`config.mk`:
```
export PLATFORM = sky130hd
export DESIGN_NAME = mem_req_arbiter
export DESIGN_NICKNAME = d
export VERILOG_FILES = /design/src/rtl/mem_req_arbiter.sv
export SDC_FILE = /design/constraint.sdc
export NUM_CORES = 1
export LEC_CHECK = 0
export BUFFER_PORTS_ARGS = -buffer_cell sky130_fd_sc_hd__buf_2
export CAP_MARGIN = 20
export CELL_PAD_IN_SITES_DETAIL_PLACEMENT = 0
export CELL_PAD_IN_SITES_GLOBAL_PLACEMENT = 1
export CORE_MARGIN = 2
export CORE_UTILIZATION = 27
export DETAILED_ROUTE_END_ITERATION = 8
export GPL_ROUTABILITY_DRIVEN = 0
export HOLD_SLACK_MARGIN = 0.03
export PLACE_DENSITY_LB_ADDON = 0.1
export SLEW_MARGIN = 40
export SYNTH_ARGS = -nofsm -noshare
export SYNTH_HDL_FRONTEND = slang
export SYNTH_SLANG_ARGS = --single-unit
```
`constraint.sdc`:
```
create_clock -name clk -period 2 [get_ports clk]
set_clock_uncertainty 0.15 [all_clocks]
set_input_delay 0.2 -clock clk [delete_from_list [all_inputs] [get_ports clk]]
set_output_delay 0.2 -clock clk [all_outputs]
set_load 0.005 [all_outputs]
```
`src/rtl/mem_req_arbiter.sv`:
```
// Two-requester (fetch / load-store) arbiter for one SRAM-like memory port with
// an in-order owner FIFO for response routing. Define ARB_RR_EN for round-robin.
module mem_req_arbiter #(
  parameter int OT_DEPTH = 4
) (
  input  logic        clk,
  input  logic        resetn,
  input  logic        inst_req,
  input  logic [31:0] inst_addr,
  output logic        inst_addr_ok,
  output logic        inst_data_ok,
  output logic [31:0] inst_rdata,
  input  logic        data_req,
  input  logic        data_wr,
  input  logic [1:0]  data_size,
  input  logic [3:0]  data_wstrb,
  input  logic [31:0] data_addr,
  input  logic [31:0] data_wdata,
  output logic        data_addr_ok,
  output logic        data_data_ok,
  output logic [31:0] data_rdata,
  output logic        mem_req,
  output logic        mem_wr,
  output logic [1:0]  mem_size,
  output logic [3:0]  mem_wstrb,
  output logic [31:0] mem_addr,
  output logic [31:0] mem_wdata,
  input  logic        mem_addr_ok,
  input  logic        mem_data_ok,
  input  logic [31:0] mem_rdata
);
  localparam int PW = $clog2(OT_DEPTH);
  localparam logic [PW:0] DEPTH_C = (PW+1)'(OT_DEPTH);

  typedef enum logic {IDLE, BUSY} state_t;

  typedef struct packed {
    logic        wr;
    logic [1:0]  size;
    logic [3:0]  wstrb;
    logic [31:0] addr;
    logic [31:0] wdata;
  } mem_cmd_t;

  state_t        state, state_nxt;
  mem_cmd_t      cmd, cmd_win;
  logic          grant_id;
  logic [PW-1:0] wr_ptr, rd_ptr;
  logic [PW:0]   count;
  logic [OT_DEPTH-1:0] owner_q;
  logic          grant, pick_data, push, pop, head;

  assign grant = (state == IDLE) && (count < DEPTH_C) && (inst_req || data_req);
  assign push  = (state == BUSY) && mem_addr_ok;
  assign pop   = mem_data_ok && (count != '0);
  assign head  = owner_q[rd_ptr];

`ifdef ARB_RR_EN
  // On contention, favour whoever did not win the previous grant.
  logic last_grant;
  assign pick_data = data_req && (!inst_req || !last_grant);
  always_ff @(posedge clk) begin
    if (!resetn)    last_grant <= 1'b0;
    else if (grant) last_grant <= pick_data;
  end
`else
  assign pick_data = data_req;
`endif

  // Fetches are always plain word reads.
  always_comb begin
    if (pick_data) cmd_win = '{wr: data_wr, size: data_size, wstrb: data_wstrb,
                               addr: data_addr, wdata: data_wdata};
    else           cmd_win = '{wr: 1'b0, size: 2'd2, wstrb: 4'd0,
                               addr: inst_addr, wdata: 32'd0};
  end

  always_ff @(posedge clk) begin
    if (!resetn) state <= IDLE;
    else         state <= state_nxt;
  end

  always_comb begin
    state_nxt = state;
    case (state)
      IDLE: if (grant)       state_nxt = BUSY;
      BUSY: if (mem_addr_ok) state_nxt = IDLE;
      default:               state_nxt = IDLE;
    endcase
  end

  always_comb begin
    mem_req      = (state == BUSY);
    inst_addr_ok = push && !grant_id;
    data_addr_ok = push &&  grant_id;
    inst_data_ok = pop  && !head;
    data_data_ok = pop  &&  head;
  end

  always_ff @(posedge clk) begin
    if (!resetn) begin
      cmd      <= '0;
      grant_id <= 1'b0;
    end else if (grant) begin
      cmd      <= cmd_win;
      grant_id <= pick_data;
    end
  end

  always_ff @(posedge clk) begin
    if (!resetn) begin
      wr_ptr  <= '0;
      rd_ptr  <= '0;
      count   <= '0;
      owner_q <= '0;
    end else begin
      if (push) begin
        owner_q[wr_ptr] <= grant_id;
        wr_ptr          <= wr_ptr + 1'b1;
      end
      if (pop) rd_ptr <= rd_ptr + 1'b1;
      case ({push, pop})
        2'b10:   count <= count + 1'b1;
        2'b01:   count <= count - 1'b1;
        default: count <= count;
      endcase
    end
  end

  assign mem_wr     = cmd.wr;
  assign mem_size   = cmd.size;
  assign mem_wstrb  = cmd.wstrb;
  assign mem_addr   = cmd.addr;
  assign mem_wdata  = cmd.wdata;
  assign inst_rdata = mem_rdata;
  assign data_rdata = mem_rdata;

endmodule

```
# After elaboration in Yosys (flattened, before gate mapping)
# Index checks and enable logic that the tools add are counted.
# totals
ff_bits,84
inputBits,141
output_inout_bits,140
# op_classes
add_sub_neg,4
n_lt_le_gt_ge,4
eq_ne,2
muxes,10
bitwise,1
n_reduce_logical,14
# op_table
cell,count
71-bit 2-to-1 mux,1
1-bit logical AND,9
2-bit by 3-bit less-than comparator with 1-bit output (second input constant),2
3-bit case mux with 2 select lines,1
2-bit by 1-bit adder with 2-bit output (second input constant),2
4-bit bitwise mux,1
1-bit 2-to-1 mux,4
3-bit by 1-bit adder with 3-bit output (second input constant),1
3-bit less-than comparator (second input constant),1
3-bit nonzero test,1
3-bit by 1-bit subtractor with 3-bit output (second input constant),1
1-bit binary-select mux with 2-bit select,1
1-bit demux with 2-bit select,1
2-bit by 1-bit equality test with 1-bit output (second input constant),1
2-bit equality test (second input constant),1
2-bit by 1-bit greater-or-equal comparator with 1-bit output (second input constant),1
1-bit logical NOT,2
1-bit case mux with 2 select lines,1
2-bit nonzero test,1
1-bit logical OR,1
1-bit NOT,1

# Depth between registers and ports, before layout
# Gate-level depths: netlist (run 1).
# logic_depth
ltp_word,5
mapped_depth,8
ltp_nobuf,8

# Worst setup path after synthesis (run 1)
# Ideal clock, no wire load.
# synth_timing
path_kind,register -> register
start,reg state (netlist: mem_req)
end,reg count[2]
setup_time_ps,76
arrival_ps,1738
required_ps,1774
setup_slack_ps,36
path_stages_with_launch,9
n_path_buf,1
period_less_slack_ps,1964
cell_sequence,dfxtp_1 buf_6 nand2_1 ha_1 inv_1 fa_1 xor2_1 or3_1 a21boi_0
# synth_between
elab_chain_len,3
elab_cells_between_ends,5
# synth_rtl
item,line_no,source
start: declaration,45,"state_t state, state_nxt;"
start signal: assignment,80,else state <= state_nxt;
1-bit logical AND (*),54,assign push = (state == BUSY) && mem_addr_ok;
2-bit by 1-bit equality test with 1-bit output or 2-bit equality test (tied branches),122,"case ({push, pop})"
3-bit case mux with 2 select lines or 2-bit nonzero test (tied branches),-,
end signal: assignment,123,2'b10: count <= count + 1'b1;
end signal: assignment,124,2'b01: count <= count - 1'b1;
end signal: assignment,125,default: count <= count;
end: declaration,49,logic [PW:0] count;
# Every way passes the cells marked *; elsewhere a longest branch is shown, timed or not.
# A chain may end at the register's enable or synchronous reset.

# Worst setup path after layout (run 1)
# layout_timing
start,reg rd_ptr[0]
end,out data_data_ok
# layout_between
elab_chain_len,3
# layout_rtl
item,line_no,source
start: declaration,48,"logic [PW-1:0] wr_ptr, rd_ptr;"
start signal: assignment,121,if (pop) rd_ptr <= rd_ptr + 1'b1;
1-bit binary-select mux with 2-bit select,56,assign head = owner_q[rd_ptr];
1-bit 2-to-1 mux (implied by the code),56,
1-bit logical AND,97,data_data_ok = pop && head;
end: declaration,20,"output logic data_data_ok,"
# No other way between the ends. The select of a mux whose other input is x is not followed.

==> results of run 1 <==
## power by group through the flow
stage	registers, mW	logic [mW]	clock network (mW)
floorplan	2.07	0.853	0
global placement	2.06	1.30	0
detailed placement	2.07	1.31	0
CTS	2.03	1.37	2.13
global route	2.07	1.51	2.20
finish	2.04	1.35	2.06
## cells by family after synthesis
kind of cell | after synthesis | synth area share [%]
AOI/OAI and AO/OA | 118 | 20.1
xor gates and xnor gates | 5 | 1.01
adders and majority gates | 6 | 1.91
buffers and inverters | 110 | 16.8
DFF | 84 | 38.8
muxes | 37 | 8.84
and+or+nand+nor | 100 | 12.5
## layer usage
layer,GRT usage [%],part of all wire (%)
met1,16.7,44
met2,25.8,46
met3,5.70,8.6
met4,4.69,1.3
met5,0,0
## worst max-delay path by stage
| stage | to | slack (ns) | cells after the start |
|---|---|---|---|
| 2_1_floorplan | count[2] | 0.04 | 8 |
| 3_3_place_gp | count[2] | 0.07 | 8 |
| 3_5_place_dp | count[2] | -0.002 | 8 |
| 4_1_cts | count[2] | 0.02 | 8 |
| 5_1_grt | count[2] | 0.01 | 8 |
| 6_report | data_data_ok | 0.09 | 3 |
## sequential cells by signal, summed over array words and instances, names as in the netlist, 2 cells and up
register	flops
mem_size	2
owner_q	4
mem_wstrb	4
rd_ptr	2
mem_addr	32
count	3
wr_ptr	2
mem_wdata	32
## layout by cell type, fill, tap and decap left out, types with 2 or more instances in the layout
| cell type | Yosys | layout |
|---|---|---|
| a21boi_0 | 38 | 37 |
| a21boi_1 | 3 | 4 |
| and2_1 | 5 | 5 |
| buf_12 | 0 | 5 |
| buf_2 | 14 | 183 |
| buf_4 | 64 | 11 |
| bufinv_16 | 0 | 4 |
| clkbuf_16 | 0 | 9 |
| dfxtp_1 | 84 | 81 |
| dfxtp_2 | 0 | 2 |
| dlygate4sd3_1 | 0 | 39 |
| ha_1 | 5 | 5 |
| inv_1 | 6 | 6 |
| mux2i_1 | 36 | 36 |
| nand2_1 | 4 | 4 |
| nand3_1 | 75 | 75 |
| nor2_1 | 2 | 2 |
| nor2_4 | 1 | 2 |
| nor2b_1 | 6 | 6 |
| o211a_1 | 33 | 33 |
| o21ai_0 | 41 | 41 |
| xnor2_1 | 4 | 4 |
## worst register-to-register path: cells and delay by family (launching register included)
family,cells,cell delay (ns)
fa+ha+maj,2,0.51
flops,1,0.37
buf+inv,2,0.13
simple gates,1,0.30
compound gates,2,0.21
xor+xnor,1,0.15
## timing repair
item | 4_1_cts | 5_1_grt
setup endpoints to repair | 1 | 1
gates resized for setup | 1 | 6
endpoints found under the hold margin | 39 | 0
hold buffers | 39 | 0
## layout make-up
type	count	area [um^2]
Fill cell	1654	10000
Multi-Input combinational cell	266	1940
Sequential cell	84	1690
Timing Repair Buffer	238	1490
Tap cell	216	270
Clock buffer	10	229
Clock inverter	6	136
Inverter	6	22.5
## per-stage QoR
step                instances  util, %
global route              826     36.6
CTS                       826     36.5
finish                    826     36.6
floorplan                 460        -
global placement          771     31.7
detailed placement        771     31.7
==> results.sh, run 1 <==
export IMPL_switching_share_pct=28.2
export IMPL_antenna_found_initial=0
export IMPL_slew_viol_final=0
export IMPL_hpwl_mm=8.33
export IMPL_post_place_ws_ns=-0.00197
export IMPL_ys_ff_latch=84
export IMPL_required_ns=1.65
export IMPL_hp_class="input pin to flip-flop"
export IMPL_p_leak_nw=2.90
export IMPL_p_comb_share_pct=24.7
export IMPL_power_frac_seq_pct=37.5
export IMPL_drive_gt1_share_pct=36.7
export IMPL_crit_chain="mux4_2 > nor2b_1 > buf_2"
export IMPL_synth_most_common_cell="dfxtp_1"
export IMPL_drc=0
export IMPL_clk_path_buf_depth=2
export IMPL_worstHoldStart="inst_addr[12]"
export IMPL_drt_iter0_drc=157
export IMPL_startpoint="rd_ptr[0]"
export IMPL_overflow=0
export IMPL_rsz0062_at_grt="no"
export IMPL_seq_area_frac_synth_pct=38.8
export IMPL_numPortBuffers=184
export IMPL_row_count=46
export IMPL_die_area_mm2=0.0171
export IMPL_slowest_delay_ns=0.55
export IMPL_max_freq_mhz=525
export IMPL_die_h_um=131
export IMPL_p_total_mw=5.46
export IMPL_num_vias=3726
export IMPL_ys_types=34
export IMPL_synth_cells=460
export IMPL_initial_core_util_pct=27.5
export IMPL_routed_wirelength_mm=12.4
export IMPL_synth_top_area_cell="dfxtp_1"
export IMPL_ios=281
export IMPL_clk_pin_slew_ns=0.06
export IMPL_slew_limit_headroom_pct=64.5
export IMPL_cpLargestDelayFamily="multiplexers"
export IMPL_grt_pass1_wl_mm=19.6
export IMPL_r2r_end="count[2]"
export IMPL_pwr_density_cell_mw_per_mm2=945
export IMPL_cts_sinks=84
export IMPL_final_area_mm2=0.00577
export IMPL_slowest_stage="mux4_2"
export IMPL_core_area_mm2=0.0158
export IMPL_setup_viol=0
export IMPL_p_clk_share_pct=37.8
export IMPL_r2r_start="count[0]"
export IMPL_worstPathMaxFanout=3
export IMPL_async_flop_share_pct=0
export IMPL_place_area_mm2=0.00500
export IMPL_fin_crit_sh_pct=95.3
export IMPL_grt_use_total_pct=14.8
export IMPL_start_kind="flip-flop"
export IMPL_synth_fp_nets=607
export IMPL_grt_pass1_vias=3931
export IMPL_critPathKind="flip-flop to output pin"
export IMPL_crit_buf_inv=1
export IMPL_detail_route_wl_per_cell_um=15.0
export IMPL_max_cap_viol_count=0
export IMPL_grt_start_max_net_pins=50
export IMPL_vias_per_cell=4.51
export IMPL_synthTopCellsByCount="dfxtp_1, nand3_1, buf_4"
export IMPL_insertion_delay_ns=0.35
export IMPL_cts_setup_buffers=0
export IMPL_peakVddDrop_v=0.000432
export IMPL_ys_warnings_count=0
export IMPL_syn_cell_area_mm2=0.00433
export IMPL_synth_top_area_share_pct=38.8
export IMPL_synthTopCellsByArea="dfxtp_1, buf_4, nand3_1"
export IMPL_p_sw_mw=1.54
export IMPL_cts_buffers=9
export IMPL_synth_area_per_cell_um2=9.41
export IMPL_clock_root_buffer="clkbuf_16"
export IMPL_cts_tree="yes"
export IMPL_htree_levels=3
export IMPL_max_slew_worst_pin_slew_ns=0.532
export IMPL_num_antenna_cells=0
export IMPL_fin_ws_ns=0.0936
export IMPL_hold_viol=0
export IMPL_synth_top_flop_cell="dfxtp_1"
export IMPL_finalCriticalPeriod_ns=1.91
export IMPL_reg2reg_slack_ns=0.11
export IMPL_crit_path_end_kind="output pin"
export IMPL_syn2layout_area_growth_pct=33.3
export IMPL_synth_edf_count=0
export IMPL_p_int_mw=3.92
export IMPL_min_to="mem_addr[12]"
export IMPL_first_pass_iters=6
export IMPL_finish_net_count=752
export IMPL_reg2reg_depth=8
export IMPL_cp_arrival_ns=1.56
export IMPL_die_x_um=131
export IMPL_hold_depth=4
export IMPL_outcome="finished clean"
export IMPL_tns_ns=0
export IMPL_ant_nets=0
export IMPL_holdWs_ns=0.0687
(Power assumes the default switching activity.)
==> run 2, diff against run 1 <==
==> config.mk (replaced) <==
export PLATFORM = sky130hd
export DESIGN_NAME = mem_req_arbiter
export DESIGN_NICKNAME = d
export VERILOG_FILES = /design/src/rtl/mem_req_arbiter.sv
export SDC_FILE = /design/constraint.sdc
export NUM_CORES = 1
export LEC_CHECK = 0
export BUFFER_PORTS_ARGS = -buffer_cell sky130_fd_sc_hd__buf_2
export CAP_MARGIN = 20
export CORE_MARGIN = 2
export CORE_UTILIZATION = 39
export CTS_BUF_LIST = sky130_fd_sc_hd__clkbuf_16
export DETAILED_ROUTE_END_ITERATION = 8
export GPL_ROUTABILITY_DRIVEN = 0
export PLACE_DENSITY = 0.78
export SLEW_MARGIN = 40
export SYNTH_ARGS = -nofsm -noshare
export SYNTH_HDL_FRONTEND = slang
export SYNTH_SLANG_ARGS = --single-unit
==> run 2 against run 1 <==
Against the previous run:
- clock power is 20% lower
- first-iteration DRC count is 48% higher
- maximum frequency shrank 1.3%
- via count is 2.0% higher
- largest cell class unchanged
- highest routed layer unchanged
==> results.sh, run 2 (same netlist as run 1, synthesis figures left out) <==
export IMPL_outcome="finished clean"
export IMPL_p_leak_nw=2.79
export IMPL_grt_use_total_pct=19.5
export IMPL_rsz0062_at_grt="yes"
export IMPL_overflow=0
export IMPL_grt_pass1_wl_mm=18.2
export IMPL_hpwl_mm=8.18
export IMPL_crit_path_end_kind="flip-flop"
export IMPL_drive_gt1_share_pct=37.0
export IMPL_slew_limit_headroom_pct=68.0
export IMPL_p_clk_share_pct=32.9
export IMPL_detail_route_wl_per_cell_um=16.1
export IMPL_die_h_um=109
export IMPL_p_int_mw=3.49
export IMPL_insertion_delay_ns=0.33
export IMPL_antenna_found_initial=0
export IMPL_slowest_delay_ns=0.37
export IMPL_cts_buffers=9
export IMPL_start_kind="flip-flop"
export IMPL_syn2layout_area_growth_pct=26.0
export IMPL_clk_path_buf_depth=2
export IMPL_p_comb_share_pct=26.1
export IMPL_grt_pass1_vias=3724
export IMPL_drc=0
export IMPL_die_area_mm2=0.0120
export IMPL_fin_ws_ns=0.0688
export IMPL_num_antenna_cells=0
export IMPL_cts_tree="yes"
export IMPL_die_x_um=109
export IMPL_setup_viol=0
export IMPL_post_place_ws_ns=-0.0254
export IMPL_ios=281
export IMPL_htree_levels=3
export IMPL_crit_chain="o31ai_2 > inv_1 > ha_4 > inv_1 > fa_1 > xor2_1 > or3_1 > a21boi_1"
export IMPL_cp_arrival_ns=2.05
export IMPL_ant_nets=0
export IMPL_hp_class="input pin to flip-flop"
export IMPL_final_util_pct=50.3
export IMPL_max_cap_viol_count=0
export IMPL_drt_iter0_drc=232
export IMPL_critPathKind="flip-flop to flip-flop"
export IMPL_num_vias=3800
export IMPL_slew_viol_final=0
export IMPL_row_count=38
export IMPL_hold_viol=0
export IMPL_place_area_mm2=0.00484
export IMPL_crit_top_cell="inv_1"
export IMPL_final_common_cell="buf_2"
export IMPL_routed_wirelength_mm=11.9
export IMPL_dpl_cell_count=692
export IMPL_clock_root_buffer="clkbuf_16"
export IMPL_peakVddDrop_v=0.000690
export IMPL_fin_cells=738
export IMPL_slowest_stage="dfxtp_4"
export IMPL_final_area_mm2=0.00546
export IMPL_vias_per_cell=5.15
export IMPL_core_area_mm2=0.0108
export IMPL_grt_start_max_net_pins=85
export IMPL_fin_crit_sh_pct=96.6
export IMPL_cts_sinks=84
export IMPL_finalCriticalPeriod_ns=1.93
export IMPL_required_ns=2.11
export IMPL_p_sw_mw=1.49
export IMPL_layout_common_cells="buf_2, dfxtp_1, nand3_1"
export IMPL_pwr_density_cell_mw_per_mm2=912
export IMPL_initial_core_util_pct=39.9
export IMPL_clk_pin_slew_ns=0.07
export IMPL_switching_share_pct=29.9
export IMPL_power_frac_seq_pct=41.1
export IMPL_numPortBuffers=184
export IMPL_max_slew_worst_pin_slew_ns=0.480
export IMPL_max_freq_mhz=518
export IMPL_first_pass_iters=4
export IMPL_finish_net_count=740
export IMPL_worstPathMaxFanout=4
[run 2: cell count changes in the layout (fill, tap and decap cells not counted), sizes merged]
cell	delta
buf	-3
bufinv	-3
dlygate4sd3	-9
clkinvlp	+3
inv	+1
clkbuf	-1
[run 2: area by class of cell]
class                           instances  area [um^2]
Timing Repair Buffer                  226         1340
Inverter                                6         22.5
Fill cell                             994         5380
Clock inverter                          7         68.8
Sequential cell                        84         1690
Multi-Input combinational cell        266         1940
Clock buffer                            9          225
Tap cell                              140          175
[run 2: routing by layer]
metal  GRT usage, %  vias up  wire length [um]
met5              0        -                 0
met2           33.1      169              5990
li1               -     1819                 -
met3           6.70       45               846
met4           9.86        0               447
met1           21.5     1767              4610
[run 2: through the flow]
step / setup TNS, ns / power [mW] / hold slack (ns)
6_report: 0 / 4.98 / 0.00854
5_1_grt: -0.0202 / 5.26 / 0.00269
4_1_cts: 0 / 5.00 / 0.000679
3_5_place_dp: -0.0254 / 3.30 / 0.250
3_3_place_gp: 0 / 3.23 / 0.250
2_1_floorplan: 0 / 2.93 / 0.216
[run 2: path summary, 6_finish.rpt]
| kind | start | endpoint | slack (ns) | cells past startpoint |
|---|---|---|---|---|
| hold reg to reg | mem_wdata[3] | mem_wdata[3] | 0.32 | 2 |
| hold / removal | data_wdata[2] | mem_wdata[2] | 0.009 | 3 |
| setup / recovery | count[0] | count[2] | 0.07 | 8 |
| setup reg to reg | count[0] | count[2] | 0.07 | 8 |
[run 2: power by group through the flow]
stage / Sequential (mW) / Combinational, mW / Clock [mW]
finish: 2.04 / 1.30 / 1.64
global route: 2.07 / 1.43 / 1.76
CTS: 2.04 / 1.28 / 1.68
detailed placement: 2.07 / 1.23 / 0
global placement: 2.05 / 1.18 / 0
floorplan: 2.07 / 0.853 / 0
[run 2: repair_timing]
item / 4_1_cts / 5_1_grt
hold buffers: 30 / 0
endpoints found under the hold margin: 30 / 0
endpoints found under the setup margin: 1 / 1
resized for setup: 4 / 3
pin swaps: 0 / 1
buffers inserted: 0 / 0
[run 2: worst max-delay path: cells and delay by family, from the launching register on]
family / cells / cell delay, ns
AOI/OAI and AO/OA: 2 / 0.19
xor gates and xnor gates: 1 / 0.17
adders and majority gates: 2 / 0.52
buffers and inverters: 2 / 0.15
DFF: 1 / 0.37
and+or+nand+nor: 1 / 0.31
